### src/rtl/regfile_pkg.sv
// Shared defaults and types for the integer register file with busy scoreboard.
// Optional write-to-read forwarding is selected by the RF_WRITE_BYPASS_EN macro (see top).
package regfile_pkg;

    localparam int DEF_XLEN   = 32;
    localparam int DEF_NREGS  = 32;
    localparam int DEF_NUM_RD = 2;
    localparam int AW         = $clog2(DEF_NREGS);

    typedef logic [AW-1:0]       addr_t;
    typedef logic [DEF_XLEN-1:0] word_t;

endpackage

### src/rtl/rf_busy_table.sv
// Per-register pending-write scoreboard: flush > issue-set > writeback-clear priority,
// registered popcount of the busy vector and one busy lookup per read port.
module rf_busy_table
    import regfile_pkg::*;
#(
    parameter int NREGS  = DEF_NREGS,
    parameter int NUM_RD = DEF_NUM_RD,
    localparam int RF_AW = $clog2(NREGS),
    localparam int CNT_W = $clog2(NREGS + 1)
) (
    input  logic                         clk,
    input  logic                         rst_n,
    input  logic                         issue_en,
    input  logic [RF_AW-1:0]             issue_addr,
    input  logic                         wr_en,
    input  logic [RF_AW-1:0]             wr_addr,
    input  logic                         flush,
    input  logic [NUM_RD-1:0][RF_AW-1:0] rd_addr,
    output logic [NUM_RD-1:0]            rd_busy,
    output logic [CNT_W-1:0]             pending_cnt
);

    logic [NREGS-1:0] busy_reg, busy_next;
    logic [CNT_W-1:0] cnt_reg, cnt_next;
    logic             set_hit, clr_hit;

    always_comb begin
        set_hit   = issue_en && (issue_addr != '0) && !flush;
        // A producer issued on the same edge owns the register, so its set beats the clear.
        clr_hit   = wr_en && (wr_addr != '0) && !flush && !(set_hit && (issue_addr == wr_addr));
        busy_next = busy_reg;
        cnt_next  = cnt_reg;
        if (flush) begin
            busy_next = '0;
            cnt_next  = '0;
        end else begin
            if (clr_hit) busy_next[wr_addr]    = 1'b0;
            if (set_hit) busy_next[issue_addr] = 1'b1;
            // Only real 0->1 / 1->0 transitions move the count, so it tracks popcount exactly.
            cnt_next = cnt_reg + CNT_W'(set_hit && !busy_reg[issue_addr])
                               - CNT_W'(clr_hit && busy_reg[wr_addr]);
        end
    end

    always_ff @(posedge clk or negedge rst_n) begin
        if (!rst_n) begin
            busy_reg <= '0;
            cnt_reg  <= '0;
        end else begin
            busy_reg <= busy_next;
            cnt_reg  <= cnt_next;
        end
    end

    generate
        for (genvar gi = 0; gi < NUM_RD; gi++) begin : g_lookup
            assign rd_busy[gi] = busy_reg[rd_addr[gi]];
        end
    endgenerate

    assign pending_cnt = cnt_reg;

endmodule

### src/rtl/regfile_scoreboard.sv
// Register file (x0 = 0, NUM_RD async read ports, one sync write port) plus busy scoreboard.
// Define RF_WRITE_BYPASS_EN to forward a same-cycle writeback onto matching read ports.
module regfile_scoreboard
    import regfile_pkg::*;
#(
    parameter int XLEN   = DEF_XLEN,
    parameter int NREGS  = DEF_NREGS,
    parameter int NUM_RD = DEF_NUM_RD,
    localparam int RF_AW = $clog2(NREGS),
    localparam int CNT_W = $clog2(NREGS + 1)
) (
    input  logic                         clk,
    input  logic                         rst_n,
    input  logic [NUM_RD-1:0][RF_AW-1:0] RdAddr,
    output logic [NUM_RD-1:0][XLEN-1:0]  RdData,
    output logic [NUM_RD-1:0]            RdBusy,
    input  logic                         WrEn,
    input  logic [RF_AW-1:0]             WrAddr,
    input  logic [XLEN-1:0]              WrData,
    input  logic                         IssueEn,
    input  logic [RF_AW-1:0]             IssueAddr,
    input  logic                         Flush,
    output logic [CNT_W-1:0]             PendingCnt
);

    logic [XLEN-1:0]   regs_reg [NREGS];
    logic [NUM_RD-1:0] stored_busy;

    rf_busy_table #(
        .NREGS  (NREGS),
        .NUM_RD (NUM_RD)
    ) u_busy (
        .clk         (clk),
        .rst_n       (rst_n),
        .issue_en    (IssueEn),
        .issue_addr  (IssueAddr),
        .wr_en       (WrEn),
        .wr_addr     (WrAddr),
        .flush       (Flush),
        .rd_addr     (RdAddr),
        .rd_busy     (stored_busy),
        .pending_cnt (PendingCnt)
    );

    // Flop-based storage: every register must clear on the asynchronous reset.
    generate
        for (genvar gi = 0; gi < NREGS; gi++) begin : g_reg
            if (gi == 0) begin : g_zero
                assign regs_reg[gi] = '0;
            end else begin : g_flop
                always_ff @(posedge clk or negedge rst_n) begin
                    if (!rst_n)
                        regs_reg[gi] <= '0;
                    else if (WrEn && (WrAddr == RF_AW'(gi)))
                        regs_reg[gi] <= WrData;
                end
            end
        end
    endgenerate

    generate
        for (genvar gi = 0; gi < NUM_RD; gi++) begin : g_read
            logic            fwd_hit;
            logic [XLEN-1:0] stored_word;

            assign stored_word = (RdAddr[gi] == '0) ? '0 : regs_reg[RdAddr[gi]];
`ifdef RF_WRITE_BYPASS_EN
            // Gated by rst_n so a held reset never leaks in-flight write data.
            assign fwd_hit = rst_n && WrEn && (WrAddr != '0) && (WrAddr == RdAddr[gi]);
`else
            assign fwd_hit = 1'b0;
`endif
            assign RdData[gi] = fwd_hit ? WrData : stored_word;
            assign RdBusy[gi] = fwd_hit ? 1'b0 : stored_busy[gi];
        end
    endgenerate

endmodule

### config.mk
export PLATFORM = sky130hd
export DESIGN_NAME = regfile_scoreboard
export DESIGN_NICKNAME = d
export VERILOG_FILES = /design/src/rtl/regfile_pkg.sv /design/src/rtl/rf_busy_table.sv /design/src/rtl/regfile_scoreboard.sv
export SDC_FILE = /design/constraint.sdc
export NUM_CORES = 2
export LEC_CHECK = 0
export BUFFER_PORTS_ARGS = -buffer_cell sky130_fd_sc_hd__buf_4
export CORE_ASPECT_RATIO = 2
export CORE_UTILIZATION = 60
export DETAILED_ROUTE_END_ITERATION = 8
export GPL_TIMING_DRIVEN = 1
export HOLD_SLACK_MARGIN = 0.05
export PLACE_DENSITY = 0.77
export RECOVER_POWER = 100
export SLEW_MARGIN = 0
export SYNTH_ARGS = -nofsm -noshare
export SYNTH_HDL_FRONTEND = slang
export SYNTH_SLANG_ARGS = --single-unit
### constraint.sdc
create_clock -name clk -period 4.1 [get_ports clk]
set_clock_uncertainty 0.15 [all_clocks]
set_input_delay 0.205 -clock clk [delete_from_list [all_inputs] [get_ports clk]]
set_output_delay 0.205 -clock clk [all_outputs]
set_load 0.03 [all_outputs]
* Word-level counts from Yosys, hierarchy flattened
Index checks and enable logic that the tools add are counted.
Cells by class: multiplexer cells 25, eq/ne operators 32, bitwise operators 5, $lt $le $gt $ge 8, add/sub/neg operators 2, reductions and logical operators 48
Operators with widths (number):
- 32-bit binary-select mux with 5-bit select | 2
- 32-bit two-way mux | 10
- 5-bit == test (second input constant) | 16
- 1-bit logical AND | 41
- 5-bit by 4-bit == test with 1-bit output (second input constant) | 8
- 32-bit AND | 1
- 32-bit inverter | 1
- 32-bit OR | 1
- 5-bit by 6-bit less-than comparator with 1-bit output (second input constant) | 4
- 1-bit binary-select mux with 5-bit select | 4
- 5-bit by 3-bit == test with 1-bit output (second input constant) | 4
- 6-bit greater-or-equal comparator (second input constant) | 2
- 5-bit inverter with 6-bit output | 2
- 1-bit demux with 5-bit select | 2
- 5-bit by 2-bit == test with 1-bit output (second input constant) | 2
- 5-bit by 1-bit greater-or-equal comparator with 1-bit output (second input constant) | 2
- 5-bit logical NOT | 2
- 5-bit nonzero test | 2
- 6-bit by 1-bit adder with 6-bit output | 1
- 1-bit two-way mux | 6
- 6-bit two-way mux | 1
- 6-bit by 1-bit subtractor with 6-bit output | 1
- 5-bit by 1-bit == test with 1-bit output (second input constant) | 1
- 5-bit == test | 1
- 1-bit logical NOT | 3
Storage, ports and cells: logic and storage cells 153, output and inout bits 72, register bits after elaboration 1030, input bits 57

* Logic depth before layout (Yosys ltp)
depth after elaboration 11, depth in mapped cells 15, gate-level depth less buffers 12

* By module
A second synthesis with hierarchy kept.
Unflattened totals: cell total of the unflattened synthesis 3901, area, all modules 56900.8 um^2
By module, submodules not included:
- regfile_scoreboard | area an instance 53468.8 um^2, sequential area each 24823.8 um^2, cells an instance 3556, times used 1
- rf_busy_table | area an instance 3432.0 um^2, sequential area each 950.9 um^2, cells an instance 345, times used 1

* Worst setup path before layout
OpenSTA, ideal clock, no wires.
path kind input-to-reg, start point input port WrAddr[0], end point register u_busy.cnt_reg[4] (netlist: u_busy.pending_cnt[4]), library setup time 0.132 ns, path buffers 2, path slack 0.809 ns, required time 3.818 ns, arrival time 3.009 ns, cell stages on the path 14, cells stage by stage buf_2 buf_4 mux4_2 mux2_2 o21ai_0 a2111oi_0 ha_1 inv_1 ha_1 fa_1 a21o_1 a21oi_1 xor2_1 nor2_1
Between the ends: word-level cells in the longest chain between the ends 7, elaborated cells between the ends (all ways) 12, classes of those cells add/sub (1); eq/ne (1); mux (3); reduce/logical (7)
RTL lines:
- from (decl) | RTL line regfile_scoreboard.sv:18 | input logic [RF_AW-1:0] WrAddr,
- parallel branches: the longest is 4 deep, another holds 1-bit binary-select mux with 5-bit select
- 1-bit logical AND * | RTL line rf_busy_table.sv:41 | - CNT_W'(clr_hit && busy_reg[wr_addr]);
- 6-bit by 1-bit subtractor with 6-bit output * | RTL line rf_busy_table.sv:41
- 6-bit two-way mux * | RTL line rf_busy_table.sv:33 | if (flush) begin
- named net u_busy.cnt_next[4] | RTL line rf_busy_table.sv:24 | logic [CNT_W-1:0] cnt_reg, cnt_next;
- to (signal assigned) | RTL line rf_busy_table.sv:51 | cnt_reg <= cnt_next;
- to (decl) | RTL line rf_busy_table.sv:24
Mark *: on every way through the listed nets, which the timed path passes. The select of a mux whose other input is x is not followed. A chain may end at the register's enable or synchronous reset.

==> metrics.txt <==
status finished, violations left; failing checks capacitance limit, slew limit; Max VDD drop 448 uV; Final Hold Fails 0; Netlist cell types 59; Detail Placement HPWL around 100000 um; DR iter-0 viols roughly 3.4k; Initial Util 60.7%; unrepaired setup endpoints after global routing no; DR WL/cell 33.2 um; compound-cell area share of the yosys netlist 5.68%; Hold Path Cell Cnt 3; Root Buffer Master clkbuf_16; Tmin final 3.95 ns; FILL cells 6629; final setup fails 0; Power Dens Cells 472 nW/um^2; sequential cell area fraction in the yosys report 45.7%; syn_area_per_cell roughly 15 um^2; Critical Path Fanout Max 68; CP Buf/Inv Count 3; post-synthesis simple-gate area fraction around 2.1%; worst slack, placed about 0.35 ns; peak per-stage delay on the critical path 1.21 ns; cell breakdown of the critical path buf_8 > nor2b_2 > clkbuf_2 > a22o_1 > a211oi_1 > o31ai_1 > clkbuf_2; area leader, netlist dfrtp_1; DIE AREA 95300 um^2; most used cell, CP clkbuf_2; DRC Markers 0; clock transition time at the flip-flop clock pins of the worst setup and hold paths 0.06 ns; mux cell area share after synthesis 42.7%; initial antenna violation count 7; crit path max-delay cell type nor2b_2; Reg2Reg Depth 12; Non-Filler Instances 5113; GRT Util Overall 36.7%; die height around 440 um; EDFF count, synth 0; H-tree depth 3; syn_nets 3918; Crit path max-delay family buffers and inverters; DRT Pass-1 Iters 5; met2 WL post-DR approximately 85000 um; adder-cell share of the synthesized area 0.169%; main combinational cell family by area after synthesis multiplexers; GRT Residual Overflow 0; fin. max-slew vios 1179; tightest hold margin 0.0617 ns; IO Count 129; CORE AREA ~93000 um^2; # port buffers 128; asr flop ratio synth 100%; max reg flops 992; worst skew pair latency ~0.72 ns; XOR/XNOR Fraction of Synth Area 0.140%; layout cells sized above 1 between 40% and 50%; measured slew at the worst slew-check pin 1.94 ns; Syn Inst Count 3854; total number of vias 37.4k; max-cap viol count 23; Cell Area, Synth roughly 56000 um^2; routed wire length on met3 ~13000 um; Pleak 26.5 nW; final wirelength about 170000 um; DR top layer met5; Max clock buf depth 3; Routed Antenna Nets 0; vias in the first global route 39.8k; first-pass GRT wire length between 200000 and 300000 um; Slew headroom -29.4%; clk sinks about 1k; Setup CP Type input pin to output port; Yosys top cell area share between 40 and 50%; Row Count 158; Nets ~3.9k; Via density 7.32; element type at the critical path start input pin; crit share post-route between 90% and 100%; placed cells 4891; CTS buffer count 91; CP endpoint kind output port; Hold WC Path Type input pin to flop; warnings from Yosys 0; Worst Setup Slack, final around 0.15 ns; FMAX 253 MHz; GPL Wtd Cong 0.937; Synth Flop Type dfrtp_1; routed length on met1 58900 um; Fin Setup TNS 0 ns; largest net degree at the start of global routing 140; worst endpoint data arrival time 3.59 ns; Levels on crit path 7; Yosys reg bits about 1.0k; Required @ worst endpoint between 3 and 4 ns; main area contributors after synthesis dfrtp_1 (46%), mux2_2 (22%), mux4_2 (18%); TritonCTS clock tree yes; area delta synth->final 9.26%; Die Wd between 200 and 250 um
==> metrics by stage <==
stage,utilization [%],power (W),instance area (um^2)
after floorplan,-,0.0183,56400
after CTS,67.2,0.0292,62400
after global placement,63.4,0.0201,58900
after global routing,66.3,0.0302,61600
final,66.3,0.0291,61600
after detailed placement,63.4,0.0204,58900
==> cells by family (layout without fill, tap and decap cells) <==
logic type                 after synthesis  count (layout)
muxes                                 1706            1706
DFF                                   1030            1030
buffers and inverters                  450             506
AOI/OAI and AO/OA                      430             430
and+or+nand+nor                        222             222
xor gates and xnor gates                 9               9
adders and majority gates                7               7
other                                    0               3
==> power by group <==
group | switching, W | internal (W)
clock network | 0.00400 | 0.00481
registers | 0.00143 | 0.0121
logic | 0.00288 | 0.00383
total | 0.00832 | 0.0207
==> synthesized netlist by cell type, drive strengths merged, types with 52 or more instances <==
| master | count |
|---|---|
| mux4 | 451 |
| o21ai | 75 |
| o22ai | 64 |
| clkbuf | 232 |
| a22o | 95 |
| a211oi | 52 |
| dfrtp | 1030 |
| nand2 | 81 |
| mux2 | 1092 |
| mux2i | 163 |
| buf | 201 |
==> tightest hold or removal path, delay by kind of cell <==
| kind | cells | cell delay, ns |
|---|---|---|
| buf+inv | 2 | 0.45 |
| compound gates | 1 | 0.22 |
==> layout by cell type, fill, tap and decap left out, types with 32 or more instances in the layout <==
cell type	Yosys	layout
mux2_2	1079	1077
dfrtp_1	1030	1030
mux4_2	451	451
mux2i_1	163	163
buf_4	13	127
a22o_1	95	95
clkbuf_16	0	94
clkbuf_1	232	94
nand2_1	81	76
o21ai_0	75	75
o22ai_1	64	64
dlygate4sd3_1	0	55
a211oi_1	50	51
a221o_1	33	33
and2_1	33	32
o31ai_1	32	32
a22oi_1	32	32
==> per-layer routing <==
layer | up-vias | track usage [%]
met5 | - | 0
met4 | 8 | 23.9
met3 | 652 | 6.23
met2 | 1976 | 60.3
met1 | 19900 | 44.5
li1 | 14900 | -
==> layout make-up <==
class	instances	area, um^2	share of cell area (%)
Antenna cell	3	7.51	0.0122
Clock buffer	132	2650	4.29
Clock inverter	31	327	0.530
Inverter	17	63.8	0.104
Multi-Input combinational cell	2374	28800	46.6
Sequential cell	1030	25800	41.8
Tap cell	1200	1500	2.44
Timing Repair Buffer	326	2570	4.17
==> what timing repair did <==
item / 4_1_cts / 5_1_grt
setup buffers: 0 / 0
hold endpoints to repair: 1895 / 0
gates resized for setup: 0 / 0
hold buffers: 56 / 0
==> final timing paths <==
check | from | end | slack (ns)
max | RdAddr[0] | RdData[21] | 0.15
min | WrAddr[4] | u_busy.busy_reg[13] | 0.06
max reg2reg | u_busy.busy_reg[16] | u_busy.pending_cnt[4] | 0.80
min reg2reg | regs_reg[340] | regs_reg[340] | 0.36
max in group asynchronous | rst_n | regs_reg[111] | 0.63
min in group asynchronous | rst_n | regs_reg[826] | 1.14
(Power assumes the default switching activity.)
